## config.mk

```make
export PLATFORM = sky130hd
export DESIGN_NAME = sap1_controller
export DESIGN_NICKNAME = d
export VERILOG_FILES = /design/src/rtl/sap1_controller.sv
export SDC_FILE = /design/constraint.sdc
export NUM_CORES = 1
export LEC_CHECK = 0
export BUFFER_PORTS_ARGS = -buffer_cell sky130_fd_sc_hd__clkbuf_2
export CORE_ASPECT_RATIO = 1.25
export CORE_MARGIN = 3
export CORE_UTILIZATION = 30
export DETAILED_ROUTE_END_ITERATION = 8
export PLACE_DENSITY = 0.52
export SETUP_SLACK_MARGIN = 0.1
export SLEW_MARGIN = 15
export SYNTH_ARGS = -nofsm -noshare
export SYNTH_HDL_FRONTEND = slang
export SYNTH_SLANG_ARGS = --single-unit
```

## constraint.sdc

```tcl
create_clock -name clk -period 4.8 [get_ports clk]
set_clock_uncertainty 0.2 [all_clocks]
set_input_delay 0.72 -clock clk [delete_from_list [all_inputs] [get_ports clk]]
set_output_delay 0.72 -clock clk [all_outputs]
set_load 0.01 [all_outputs]
```

## src/rtl/sap1_controller.sv

```systemverilog
// SAP-1 control sequencer: six-state one-hot ring with a separate HALT flag.
// The control word is decoded combinationally from the ring state and the IR opcode.
module sap1_controller (
    input  logic       clk,
    input  logic       clr_n,
    input  logic [3:0] ir_opcode,
    output logic       cp,
    output logic       ep,
    output logic       lm,
    output logic       ce,
    output logic       li,
    output logic       ei,
    output logic       la,
    output logic       ea,
    output logic       su,
    output logic       eu,
    output logic       lb,
    output logic       lo,
    output logic       halted,
    output logic [5:0] t_state
);
    localparam logic [3:0] OP_LDA = 4'h0;
    localparam logic [3:0] OP_ADD = 4'h1;
    localparam logic [3:0] OP_SUB = 4'h2;
    localparam logic [3:0] OP_OUT = 4'hE;
    localparam logic [3:0] OP_HLT = 4'hF;

    typedef struct packed {
        logic cp;
        logic ep;
        logic lm;
        logic ce;
        logic li;
        logic ei;
        logic la;
        logic ea;
        logic su;
        logic eu;
        logic lb;
        logic lo;
    } ctrl_t;

    logic [5:0] ring_q;
    logic [5:0] ring_d;
    logic       halt_q;
    logic       halt_d;
    logic       legal;
    ctrl_t      ctrl;

    assign legal = $onehot(ring_q);

    always_ff @(posedge clk or negedge clr_n) begin
        if (!clr_n) begin
            ring_q <= 6'b000001;
            halt_q <= 1'b0;
        end else begin
            ring_q <= ring_d;
            halt_q <= halt_d;
        end
    end

    always_comb begin
        ring_d = ring_q;
        halt_d = halt_q;
        if (halt_q) begin
            ring_d = ring_q;
        end else if (!legal) begin
            ring_d = 6'b000001;
        end else if (ring_q[3] && ir_opcode == OP_HLT) begin
            halt_d = 1'b1;
        end else begin
            ring_d = {ring_q[4:0], ring_q[5]};
        end
    end

    // Gating on clr_n makes reset kill every control immediately, mid-cycle.
    always_comb begin
        ctrl = '0;
        if (clr_n && !halt_q && legal) begin
            unique case (1'b1)
                ring_q[0]: begin
                    ctrl.ep = 1'b1;
                    ctrl.lm = 1'b1;
                end
                ring_q[1]: ctrl.cp = 1'b1;
                ring_q[2]: begin
                    ctrl.ce = 1'b1;
                    ctrl.li = 1'b1;
                end
                ring_q[3]: begin
                    case (ir_opcode)
                        OP_LDA, OP_ADD, OP_SUB: begin
                            ctrl.ei = 1'b1;
                            ctrl.lm = 1'b1;
                        end
                        OP_OUT: begin
                            ctrl.ea = 1'b1;
                            ctrl.lo = 1'b1;
                        end
                        default: ;
                    endcase
                end
                ring_q[4]: begin
                    case (ir_opcode)
                        OP_LDA: begin
                            ctrl.ce = 1'b1;
                            ctrl.la = 1'b1;
                        end
                        OP_ADD: begin
                            ctrl.ce = 1'b1;
                            ctrl.lb = 1'b1;
                        end
                        OP_SUB: begin
                            ctrl.ce = 1'b1;
                            ctrl.lb = 1'b1;
                            ctrl.su = 1'b1;
                        end
                        default: ;
                    endcase
                end
                ring_q[5]: begin
                    case (ir_opcode)
                        OP_ADD: begin
                            ctrl.eu = 1'b1;
                            ctrl.la = 1'b1;
                        end
                        OP_SUB: begin
                            ctrl.eu = 1'b1;
                            ctrl.su = 1'b1;
                            ctrl.la = 1'b1;
                        end
                        default: ;
                    endcase
                end
                default: ;
            endcase
        end
    end

    assign cp      = ctrl.cp;
    assign ep      = ctrl.ep;
    assign lm      = ctrl.lm;
    assign ce      = ctrl.ce;
    assign li      = ctrl.li;
    assign ei      = ctrl.ei;
    assign la      = ctrl.la;
    assign ea      = ctrl.ea;
    assign su      = ctrl.su;
    assign eu      = ctrl.eu;
    assign lb      = ctrl.lb;
    assign lo      = ctrl.lo;
    assign halted  = halt_q;
    assign t_state = halt_q ? 6'b000000 : ring_q;
endmodule

```

======== After elaboration in Yosys (flattened, before gate mapping) ========
Index checks and enable logic that the tools add are counted.
operators by class
  bitwise operators ....................... 1
  eq/ne operators ......................... 6
  reduce and logical (&&, ||, !) cells .... 9
  mux-type cells .......................... 23
  add/subtract/negate cells ............... 5
operators with widths
  kind                                                             number
  6-bit two-way mux                                                3
  1-bit two-way mux                                                16
  12-bit two-way mux                                               1
  4-bit == test, second input constant                             2
  1-bit by 1-bit adder with 2-bit output                           3
  1-bit case mux with 2 select lines                               3
  4-bit by 1-bit == test with 1-bit output, second input constant  1
  4-bit by 2-bit == test with 1-bit output, second input constant  1
  4-bit zero test                                                  1
  2-bit OR reduction                                               2
  2-bit by 2-bit adder with 3-bit output                           1
  3-bit by 2-bit adder with 3-bit output                           1
  3-bit by 1-bit == test with 1-bit output, second input constant  1
  1-bit logical AND                                                3
  3-bit OR reduction                                               1
  2-bit != test, second input constant                             1
  2-bit AND reduction                                              1
  1-bit zero test                                                  1
  1-bit inverter                                                   1
word-level totals
  input bits .............................. 6
  logic and storage cells ................. 46
  register bits ........................... 7
  output and inout bits ................... 19

======== Longest topological paths before layout ========
Gate-level depths: netlist of the first run.
  word-level depth ........................ 6
  gate-level depth with buffers ........... 10
  mapped depth without buffers ............ 10

======== Least setup slack after synthesis of the first run ========
Ideal clock, no wire load.
  kind .................................... register -> output
  start ................................... reg ring_q[0]
  end ..................................... out lo
  path buffers ............................ 1
  stages on the path, launching flop included .. 11
  data arrival time ....................... 3.112 ns
  path slack .............................. 0.768 ns
  required time ........................... 3.880 ns
  path through ............................ dfstp_2 > inv_1 > fa_1 > fa_1 > inv_1 > ha_1 > fa_1 > nor3b_4 > nand4b_1 > nor2_1 > buf_4
between the ends
  longest elaborated chain between the ends .. 6
RTL lines
  element                                                       RTL line  RTL
  start, declared                                               43        logic [5:0] ring_q;
  start signal, assigned                                        57        ring_q <= ring_d;
  1-bit by 1-bit adder with 2-bit output (not written as such)  50        assign legal = $onehot(ring_q);
  2-bit by 2-bit adder with 3-bit output (not written as such)  50
  3-bit by 2-bit adder with 3-bit output (not written as such)  50
  3-bit by 1-bit == test with 1-bit output                      50
  1-bit logical AND                                             79        if (clr_n && !halt_q && legal) begin
  12-bit two-way mux                                            79
  end, declared                                                 18        output logic lo,
No other way between the ends.

======== Final worst setup path of the first run ========
  start ................................... reg ring_q[0]
  end ..................................... out ce
between the ends
  longest elaborated chain between the ends .. 6
RTL lines
  element                                                       RTL line  RTL
  1-bit by 1-bit adder with 2-bit output (not written as such)  50
  2-bit by 2-bit adder with 3-bit output (not written as such)  50
  3-bit by 2-bit adder with 3-bit output (not written as such)  50
  3-bit by 1-bit == test with 1-bit output                      50
  1-bit logical AND                                             79
  12-bit two-way mux                                            79
  end, declared                                                 10        output logic ce,
No other way between the ends.

==> results of run 1 <==
worst max-delay path by stage:
stage | from | end | slack [ps] | cells after the start
after CTS | ring_q[0]$_DFFE_PN1P_ | ce | 370 | 10
final | ring_q[0]$_DFFE_PN1P_ | ce | 400 | 10
after floorplan | ring_q[0]$_DFFE_PN1P_ | lo | 770 | 10
after detailed placement | ring_q[0]$_DFFE_PN1P_ | ce | 650 | 10
after global placement | ring_q[0]$_DFFE_PN1P_ | lm | 660 | 10
after global routing | ring_q[0]$_DFFE_PN1P_ | lo | 140 | 10
metal layers:
metal | track usage [%] | part of all wire [%] | vias to the layer above
met3 | 3.88 | 5.2 | 0
li1 | - | - | 291
met4 | 2.44 | 0 | 0
met1 | 17.4 | 45 | 267
met5 | 0 | 0 | -
met2 | 20.3 | 49 | 17
logic make-up (layout without fill, tap and decap cells):
family	Yosys count	count (layout)
adders and majority gates	4	4
xor gates and xnor gates	1	1
and+or+nand+nor	27	27
DFF	7	7
buffers and inverters	15	41
AOI/OAI and AO/OA	14	14
sequential cells by signal, summed over array words and instances (netlist names):
signal / cells
ring_q: 6
halted: 1
area by class of cell:
| cell class | instances | area, um2 | area share, % |
|---|---|---|---|
| Clock buffer | 4 | 26.3 | 3.49 |
| Inverter | 13 | 48.8 | 6.48 |
| Multi-Input combinational cell | 46 | 358 | 47.5 |
| Sequential cell | 7 | 176 | 23.4 |
| Tap cell | 19 | 23.8 | 3.16 |
| Timing Repair Buffer | 24 | 120 | 15.9 |
power groups by stage:
stage / clock (mW) / sequential [mW] / combinational (mW)
after global routing: 0.0610 / 0.113 / 0.379
after CTS: 0.0553 / 0.111 / 0.337
after detailed placement: 0 / 0.112 / 0.334
final: 0.0523 / 0.110 / 0.332
after floorplan: 0 / 0.0962 / 0.256
after global placement: 0 / 0.111 / 0.334
cells in the final DEF, fill, tap and decap left out, types with 3 or more instances in the layout:
cell type / n
sky130_fd_sc_hd__dfrtp_1: 6
sky130_fd_sc_hd__nand2_1: 3
sky130_fd_sc_hd__clkbuf_4: 3
sky130_fd_sc_hd__nor2_1: 9
sky130_fd_sc_hd__clkbuf_2: 24
sky130_fd_sc_hd__inv_1: 12
sky130_fd_sc_hd__fa_1: 3
worst max-delay path, stage by stage, from the launching register on:
cell and delay (ps):
sky130_fd_sc_hd__dfstp_2 540, sky130_fd_sc_hd__inv_1 80, sky130_fd_sc_hd__fa_1 490, sky130_fd_sc_hd__fa_1 480, sky130_fd_sc_hd__inv_1 40, sky130_fd_sc_hd__ha_1 180
sky130_fd_sc_hd__fa_1 490, sky130_fd_sc_hd__nor3b_4 400, sky130_fd_sc_hd__nand4_1 210, sky130_fd_sc_hd__o21bai_1 170, sky130_fd_sc_hd__clkbuf_2 150
==> results.txt, run 1 <==
----------------------------------------------------
[Logic synthesis]
  Dominant combinational cell family by area after synthesis ... simple AND/OR/NAND/NOR gates
  Parity-gate share of the synthesized area counting xor and xnor cells ... roughly 1.5%
  Synth warnings ... 0
  Unique masters post-synth ... 33
  Share of synthesized flip-flops with an asynchronous set or reset ... 100%
  Post-Synthesis Cell Area ... slightly below 600 um2
  Simple logic cell fraction of the synthesized area ... 27.3%
  Complex-gate fraction of the synthesized area ... a little under a fifth
  EDFF count, synth ... 0
  Library cell with the largest summed area after synthesis ... sky130_fd_sc_hd__dfrtp_1
  Commonest register cell after synthesis ... sky130_fd_sc_hd__dfrtp_1
  Fraction of synthesized area in multiplexers ... 0%
  Register bit count reported by yosys ... 7
  Cell types with the largest area share after synthesis ... sky130_fd_sc_hd__dfrtp_1, sky130_fd_sc_hd__fa_1, sky130_fd_sc_hd__inv_1
  Most used standard cell by instance count after synthesis ... sky130_fd_sc_hd__inv_1
  Syn_nets ... slightly below 80
  Mean instance size in the synthesized netlist ... between 8 and 9 um2
  Cell types with the highest counts after synthesis ... sky130_fd_sc_hd__inv_1, sky130_fd_sc_hd__nor2_1, sky130_fd_sc_hd__dfrtp_1
  Area share of the largest cell type after synthesis ... 25.2%
  Post-synthesis cell count ... 68
  Post-synthesis sequential area ratio ... about 30%
  Area share of fa/ha/maj cells after synthesis ... between 10% and 20%

[Timing]
  Final-report hold violation count ... 0
  RSZ-0062 raised after global routing ... no
  Hold slack final ... about 140 ps
  Final worst slack ... ~400 ps
  Peak Freq ... 227 MHz
  Max-slew violations ... 0
  Setup violation total in the final timing report ... 0
  Share of the cycle needed by the critical path after routing ... approximately nine tenths
  Min cycle time layout ... roughly 4400 ps
  Total negative slack for setup checks ... 0 ps
  Transition time of the tightest slew-check pin ... between 300 and 400 ps
  Worst slew margin relative to its limit ... about three quarters

[Layout]
  Area added between synthesis and finish ... 26.5%
  Final design utilization ... 41.2%
  Diode count ... 0
  Final net count ... 105
  FILL cells ... 200
  Finished layout cell area ... 753 um2
  Fraction of final layout cells with drive strength greater than 1 ... around 33%
  Finished Layout Cells ... approximately 110

[Power and ir drop]
  Internal power ... 0.254 mW
  Part of the total power dissipated in combinational logic ... roughly 67%
  Clock network power share ... 10.6%
  Leakage Power ... about 0.4 nW
  Power density relative to cell area ... 656 nW/um2
  Switching part of the total power ... 48.6%
  Total Power Consumption ... around 0.49 mW
  Worst IR drop on VDD ... 0.395 mV
  Reg power frac ... ~22%
  Switching power summed over all nets ... 0.240 mW

[Clock tree]
  Number of buffers added for setup after CTS ... 0
  Insertion delay to the later sink of the worst-skew pair ... 250 ps
  Clock slew at reported path FFs ... roughly 50 ps
  Clock root buffer ... sky130_fd_sc_hd__clkbuf_4
  H-tree levels ... 1
  CTS tree ... built
  Cells resized by post-CTS repair ... 0
  Clock buffers created by TritonCTS ... 3
  Count of hold-fix buffers inserted at cts ... 0
  Longest Clk Path Bufs ... 2
  CTS Sinks ... 7

[Global routing]
  Pin count of the biggest net entering global routing ... 13
  Initial antenna violation count ... 0
  First-pass GRT wire length ... approximately 2.5 mm
  Vias in the first global route ... just under 600
  Global routing usage summed across all routing layers ... approximately an eighth
  Gr ovfl total ... 0

[Placed design]
  Count of buffers inserted at the top-level ports ... 24
  Worst-case setup slack after placement ... approximately 650 ps
  HPWL Detailed ... about 1.2 mm
  Number of cells in the design after placement ... approximately 110
  Routability congestion estimate ... 0.800
  Cell area reported after detailed placement ... between 700 and 800 um2

[Floorplanning]
  Width of the chip ... ~46 um
  I/O pin count ... 25
  Area of the core ... 1830 um2
  Die Y ... about 56 um
  Row count ... 17
  Die Outline Area ... roughly 2600 um2
  Effective utilization at floorplan ... 32.6%

[Run status]
  Status ... completed

[Worst setup path]
  Worst reg-to-reg path cell count ... 10
  Critical path class ... flip-flop to output port
  Worst reg-to-reg setup slack ... 1320 ps
  Data arrival, critical path ... ~3500 ps
  Sort of element at the end of the critical path ... output port
  Beginning of the worst register-to-register path ... ring_q[0]$_DFFE_PN1P_
  Required time of the critical path ... roughly 3900 ps
  Critical Path Start Type ... flip-flop
  Biggest fanout along the worst timing path ... 8
  FF-to-FF End ... ring_q[1]$_DFFE_PN0P_

[Min path]
  Min-Delay Path Class ... input pin to async pin

[Routing]
  Detailed Routing Iterations Pass 1 ... 3
  Post-route DRC ... 0
  Residual antenna-violating net count after detailed routing ... 0
  Detail-routed net length per standard cell ... roughly 13 um
  DR vias/cell ... approximately 5.1
  Drt initial violations ... 8
  Number of vias in the routed layout ... between 500 and 600
  Aggregate routed wire length ... ~1.5 mm

[Flow run]
  Max-cap violation count ... 0

----------------------------------------------------
Note: power is estimated with default switching activity, not from simulation.
==> inputs of run 2 (changes only) <==
--- a/config.mk
+++ b/config.mk
@@ -5,12 +5,12 @@
 export SDC_FILE = /design/constraint.sdc
 export NUM_CORES = 1
 export LEC_CHECK = 0
-export BUFFER_PORTS_ARGS = -buffer_cell sky130_fd_sc_hd__clkbuf_2
 export CORE_ASPECT_RATIO = 1.25
 export CORE_MARGIN = 3
 export CORE_UTILIZATION = 30
 export DETAILED_ROUTE_END_ITERATION = 8
-export PLACE_DENSITY = 0.52
+export DONT_BUFFER_PORTS = 1
+export PLACE_DENSITY = 0.42
 export SETUP_SLACK_MARGIN = 0.1
 export SLEW_MARGIN = 15
 export SYNTH_ARGS = -nofsm -noshare
==> run 2 against run 1 <==
Hold slack worse by 25 ps. Critical endpoint is now lo. Highest routed layer is now met4. Clock power up 3%. Combinational power down 8.1%. Non-clock buffer count down 23.
==> results.txt, run 2 (same netlist as run 1, synthesis figures left out) <==
----------------------------------------------------
[Run status]
  Status ... completed

[Worst setup path]
  Largest stage delay, worst path ... around 540 ps
  Critical path class ... flip-flop to output port
  CP dominant cell by count ... sky130_fd_sc_hd__fa_1
  Biggest fanout along the worst timing path ... 8
  Required time of the critical path ... 3880 ps
  Chain of cells forming the critical path ... inv_1, fa_1, fa_1, inv_1, ha_1, fa_1, nor3b_4, nand4b_1, nor2_1
  Sort of element at the end of the critical path ... output port
  Slowest cell on the critical path ... sky130_fd_sc_hd__dfstp_2
  Critical Path Start Type ... flip-flop
  Data arrival, critical path ... between 3000 and 4000 ps

[Flow run]
  Max-cap violation count ... 0

[Clock tree]
  CTS Sinks ... 7
  Longest Clk Path Bufs ... 2
  Clock root buffer ... sky130_fd_sc_hd__clkbuf_4
  Insertion delay to the later sink of the worst-skew pair ... ~250 ps
  Clock buffers created by TritonCTS ... 3
  H-tree levels ... 1
  CTS tree ... built
  Number of buffers added for setup after CTS ... 0
  Clock slew at reported path FFs ... roughly 50 ps

[Floorplanning]
  Area of the core ... about 1800 um2
  Row count ... 17
  Die Y ... approximately 56 um
  Die Outline Area ... between 2000 and 3000 um2
  I/O pin count ... 25
  Effective utilization at floorplan ... 32.6%
  Width of the chip ... around 46 um

[Timing]
  Transition time of the tightest slew-check pin ... 476 ps
  Worst slew margin relative to its limit ... roughly 68%
  Peak Freq ... about 230 MHz
  Min cycle time layout ... 4420 ps
  Setup violation total in the final timing report ... 0
  Max-slew violations ... 0
  Total negative slack for setup checks ... 0 ps
  RSZ-0062 raised after global routing ... no
  Share of the cycle needed by the critical path after routing ... approximately 92%
  Final-report hold violation count ... 0

[Layout]
  Highest-count cells in the layout ignoring fill and taps ... sky130_fd_sc_hd__inv_1, sky130_fd_sc_hd__nor2_1, sky130_fd_sc_hd__dfrtp_1
  Finished Layout Cells ... 90
  Largest Register ... ring_q
  Final net count ... about 80
  Fraction of final layout cells with drive strength greater than 1 ... under 10%
  Number of flip-flops under the largest register name ... 6
  Area added between synthesis and finish ... 7.98%
  Diode count ... 0
  Most frequent standard cell in the layout excluding fill and tap cells ... sky130_fd_sc_hd__inv_1

[Power and ir drop]
  Leakage Power ... 0.305 nW
  Power density relative to cell area ... approximately 730 nW/um2
  Worst IR drop on VDD ... 0.426 mV

[Global routing]
  Global routing usage summed across all routing layers ... 13.3%
  Pin count of the biggest net entering global routing ... 13
  First-pass GRT wire length ... 2.53 mm
  Gr ovfl total ... 0
  Vias in the first global route ... 539
  Initial antenna violation count ... 0

[Placed design]
  Routability congestion estimate ... about 0.71
  HPWL Detailed ... between 1 and 1.5 mm
  Number of cells in the design after placement ... 85
  Count of buffers inserted at the top-level ports ... 0

[Min path]
  Min-Delay Path Class ... input pin to async pin

[Routing]
  Number of vias in the routed layout ... between 500 and 600
  Detailed Routing Iterations Pass 1 ... 4
  Post-route DRC ... 0
  Aggregate routed wire length ... roughly 1.6 mm
  Residual antenna-violating net count after detailed routing ... 0
  Drt initial violations ... 15
  DR vias/cell ... 5.78
  Detail-routed net length per standard cell ... ~17 um

----------------------------------------------------
-- run 2: cell types whose count changed in the layout (fill, tap and decap cells not counted), sizes merged --
cell	before	now
clkbuf	28	4
dlygate4sd3	0	1
-- run 2: area by class of cell --
class                      instances  area (um2)
clock buffer                       4        26.3
fill                             210        1190
inverter                          13        48.8
multi-input combinational         46         358
sequential                         7         176
tap                               19        23.8
timing repair buffer               1        10.0
-- run 2: what timing repair did --
action	in CTS	in global routing
hold buffers	1	0
setup endpoints to repair	0	0
resized for setup	0	0
hold endpoints to repair	6	0
-- run 2: report_power, final --
| part | internal [mW] | leakage (nW) | switching (mW) | total, mW |
|---|---|---|---|---|
| registers | 0.0827 | 0.0922 | 0.0299 | 0.113 |
| clock network | 0.0318 | 0.0150 | 0.0224 | 0.0541 |
| logic | 0.118 | 0.198 | 0.188 | 0.305 |
| total | 0.232 | 0.305 | 0.240 | 0.472 |
-- run 2: final timing paths --
path | to | startpoint | slack (ps) | cells past startpoint
max reg2reg | ring_q[1]$_DFFE_PN0P_ | ring_q[0]$_DFFE_PN1P_ | 1270 | 10
max in group asynchronous | ring_q[1]$_DFFE_PN0P_ | clr_n | 3590 | 1
min | ring_q[0]$_DFFE_PN1P_ | clr_n | 110 | 0
min in group clk | ring_q[1]$_DFFE_PN0P_ | ring_q[1]$_DFFE_PN0P_ | 310 | 1
min reg2reg | ring_q[1]$_DFFE_PN0P_ | ring_q[1]$_DFFE_PN0P_ | 310 | 1
max | lo | ring_q[0]$_DFFE_PN1P_ | 380 | 9
-- run 2: critical path, delay by kind of cell (launching register included) --
family	cells	cell delay, ps
adders and majority gates	4	1650
buffers and inverters	2	120
and+or+nand+nor	3	940
DFF	1	540
-- run 2: layer usage --
metal | global-route usage, % | part of all wire, %
met5 | 0 | 0
met4 | 3.66 | 0.83
met3 | 3.56 | 9.0
met2 | 19.7 | 48
met1 | 18.8 | 42
-- run 2: through the flow --
step | setup slack [ps] | hold slack [ps] | power (mW) | util (%) | area [um2]
5_1_grt | 212 | 94.3 | 0.516 | 35.2 | 643
2_1_floorplan | 768 | 224 | 0.353 | - | 596
6_report | 380 | 113 | 0.472 | 35.2 | 643
3_3_place_gp | 674 | 225 | 0.415 | 33.2 | 607
3_5_place_dp | 640 | 225 | 0.418 | 33.2 | 607
4_1_cts | 357 | 100 | 0.478 | 35.2 | 643
==> inputs of run 3 (changes only) <==
--- a/config.mk
+++ b/config.mk
@@ -5,12 +5,11 @@
 export SDC_FILE = /design/constraint.sdc
 export NUM_CORES = 1
 export LEC_CHECK = 0
-export CORE_ASPECT_RATIO = 1.25
-export CORE_MARGIN = 3
-export CORE_UTILIZATION = 30
+export CORE_AREA = 3 3 40 42
 export DETAILED_ROUTE_END_ITERATION = 8
+export DIE_AREA = 0 0 43 45
 export DONT_BUFFER_PORTS = 1
-export PLACE_DENSITY = 0.42
+export PLACE_DENSITY = 0.57
 export SETUP_SLACK_MARGIN = 0.1
 export SLEW_MARGIN = 15
 export SYNTH_ARGS = -nofsm -noshare
==> run 3 against run 2 <==
Core utilization is 15 points higher. Via count is 2.1% lower. Clock power is 2% lower. Final area is 0.78% lower. Flip-flop and latch count is the same. Combinational power about the same. Critical path type unchanged. Critical endpoint unchanged. Largest cell class unchanged. Highest routed layer is now met3.
==> results.txt, run 3 (same netlist as run 1, synthesis figures left out) <==
----------------------------------------------------
[Power and ir drop]
  Reg power frac ... between 20% and 30%
  Switching power summed over all nets ... between 0.2 and 0.25 mW
  Leakage Power ... about 0.3 nW
  Internal power ... 0.232 mW
  Total Power Consumption ... 0.467 mW
  Power density relative to cell area ... around 730 nW/um2
  Part of the total power dissipated in combinational logic ... about two thirds
  Worst IR drop on VDD ... a little under 0.5 mV
  Clock network power share ... 11.4%
  Switching part of the total power ... 50.3%

[Placed design]
  HPWL Detailed ... around 1.1 mm
  Worst-case setup slack after placement ... 638 ps
  Routability congestion estimate ... between 0.7 and 0.8
  Count of buffers inserted at the top-level ports ... 0

[Global routing]
  Vias in the first global route ... roughly 530
  Gr ovfl total ... 0
  First-pass GRT wire length ... 2.32 mm
  Initial antenna violation count ... 0
  Global routing usage summed across all routing layers ... between 15 and 20%
  Pin count of the biggest net entering global routing ... 13

[Routing]
  Drt initial violations ... 17
  Detail-routed net length per standard cell ... roughly 16 um
  Residual antenna-violating net count after detailed routing ... 0
  Post-route DRC ... 0
  Aggregate routed wire length ... around 1.4 mm
  Number of vias in the routed layout ... 509
  DR vias/cell ... a little under 6
  Detailed Routing Iterations Pass 1 ... 4

[Flow run]
  Max-cap violation count ... 0

[Run status]
  Status ... completed

[Clock tree]
  Count of hold-fix buffers inserted at cts ... 1
  Longest Clk Path Bufs ... 2
  Number of buffers added for setup after CTS ... 0
  Clock buffers created by TritonCTS ... 3
  CTS Sinks ... 7
  Cells resized by post-CTS repair ... 0
  Clock slew at reported path FFs ... around 50 ps
  H-tree levels ... 1
  Insertion delay to the later sink of the worst-skew pair ... 250 ps
  Clock root buffer ... sky130_fd_sc_hd__clkbuf_4
  CTS tree ... built

[Timing]
  Setup violation total in the final timing report ... 0
  RSZ-0062 raised after global routing ... no
  Total negative slack for setup checks ... 0 ps
  Transition time of the tightest slew-check pin ... ~470 ps
  Min cycle time layout ... 4430 ps
  Final-report hold violation count ... 0
  Peak Freq ... approximately 230 MHz
  Max-slew violations ... 0
  Final worst slack ... about 370 ps
  Share of the cycle needed by the critical path after routing ... between 90% and 100%
  Worst slew margin relative to its limit ... 68.5%
  Hold slack final ... between 100 and 150 ps

[Worst setup path]
  Critical path class ... flip-flop to output port
  Required time of the critical path ... 3880 ps
  Biggest fanout along the worst timing path ... 8
  Data arrival, critical path ... 3510 ps
  Sort of element at the end of the critical path ... output port
  Critical Path Start Type ... flip-flop

[Layout]
  Storage cell area ... between 150 and 200 um2
  Highest-count cells in the layout ignoring fill and taps ... sky130_fd_sc_hd__inv_1, sky130_fd_sc_hd__nor2_1, sky130_fd_sc_hd__dfrtp_1
  Fraction of final layout cells with drive strength greater than 1 ... under 10%
  Final net count ... just over 80
  Area added between synthesis and finish ... 7.14%
  Most frequent standard cell in the layout excluding fill and tap cells ... sky130_fd_sc_hd__inv_1
  FILL cells ... approximately 140
  Largest Register ... ring_q
  Area taken by multi-input logic gates ... about 360 um2
  Number of flip-flops under the largest register name ... 6
  Diode count ... 0

[Floorplanning]
  Die Y ... about 45 um
  Area of the core ... between 1000 and 1500 um2
  I/O pin count ... 25
  Effective utilization at floorplan ... 46.3%
  Row count ... 13
  Die Outline Area ... about 1900 um2
  Width of the chip ... 43 um

[Min path]
  Min-Delay Path Class ... input pin to async pin

----------------------------------------------------
-- run 3: cell counts in the layout (fill, tap and decap cells not counted) --
No cell type changed its count.
-- run 3: critical path, stage by stage, from the launching register on --
cell and delay, ps:
sky130_fd_sc_hd__dfstp_2 540, sky130_fd_sc_hd__inv_1 80, sky130_fd_sc_hd__fa_1 490, sky130_fd_sc_hd__fa_1 490, sky130_fd_sc_hd__inv_1 40, sky130_fd_sc_hd__ha_1 190
sky130_fd_sc_hd__fa_1 500, sky130_fd_sc_hd__nor3b_4 400, sky130_fd_sc_hd__nand4b_1 170, sky130_fd_sc_hd__nor2_1 350
-- run 3: per-layer routing --
metal / global-route usage [%] / wire length, um / vias up
li1: - / - / 242
met1: 19.8 / 613 / 246
met2: 26.9 / 648 / 21
met3: 6.77 / 115 / 0
met4: 1.81 / 0 / 0
met5: 0 / 0 / -
-- run 3: power groups by stage --
stage	Combinational [mW]	Clock [mW]	Sequential [mW]
floorplan	0.256	0	0.0962
global placement	0.297	0	0.113
detailed placement	0.299	0	0.113
CTS	0.303	0.0532	0.112
global route	0.343	0.0568	0.115
finish	0.302	0.0531	0.112
-- run 3: worst paths after layout --
path | start | end | slack [ps] | cells after the start
max | ring_q[0]$_DFFE_PN1P_ | lo | 370 | 9
min | clr_n | ring_q[0]$_DFFE_PN1P_ | 110 | 0
max reg2reg | ring_q[0]$_DFFE_PN1P_ | ring_q[1]$_DFFE_PN0P_ | 1270 | 10
min reg2reg | ring_q[1]$_DFFE_PN0P_ | ring_q[1]$_DFFE_PN0P_ | 300 | 1
max in group asynchronous | clr_n | ring_q[1]$_DFFE_PN0P_ | 3590 | 1
min in group clk | ring_q[1]$_DFFE_PN0P_ | ring_q[1]$_DFFE_PN0P_ | 300 | 1
-- run 3: final cells by class --
cell class | instances | area share, %
Inverter | 13 | 7.65
Timing Repair Buffer | 1 | 1.57
Sequential cell | 7 | 27.6
Tap cell | 15 | 2.94
Clock buffer | 4 | 4.12
Multi-Input combinational cell | 46 | 56.1
-- run 3: through the flow --
step | instances | instance area, um2 | util (%)
global placement | 81 | 602 | 46.8
finish | 86 | 638 | 49.7
detailed placement | 81 | 602 | 46.8
global route | 86 | 638 | 49.7
floorplan | 68 | 596 | -
CTS | 86 | 638 | 49.7
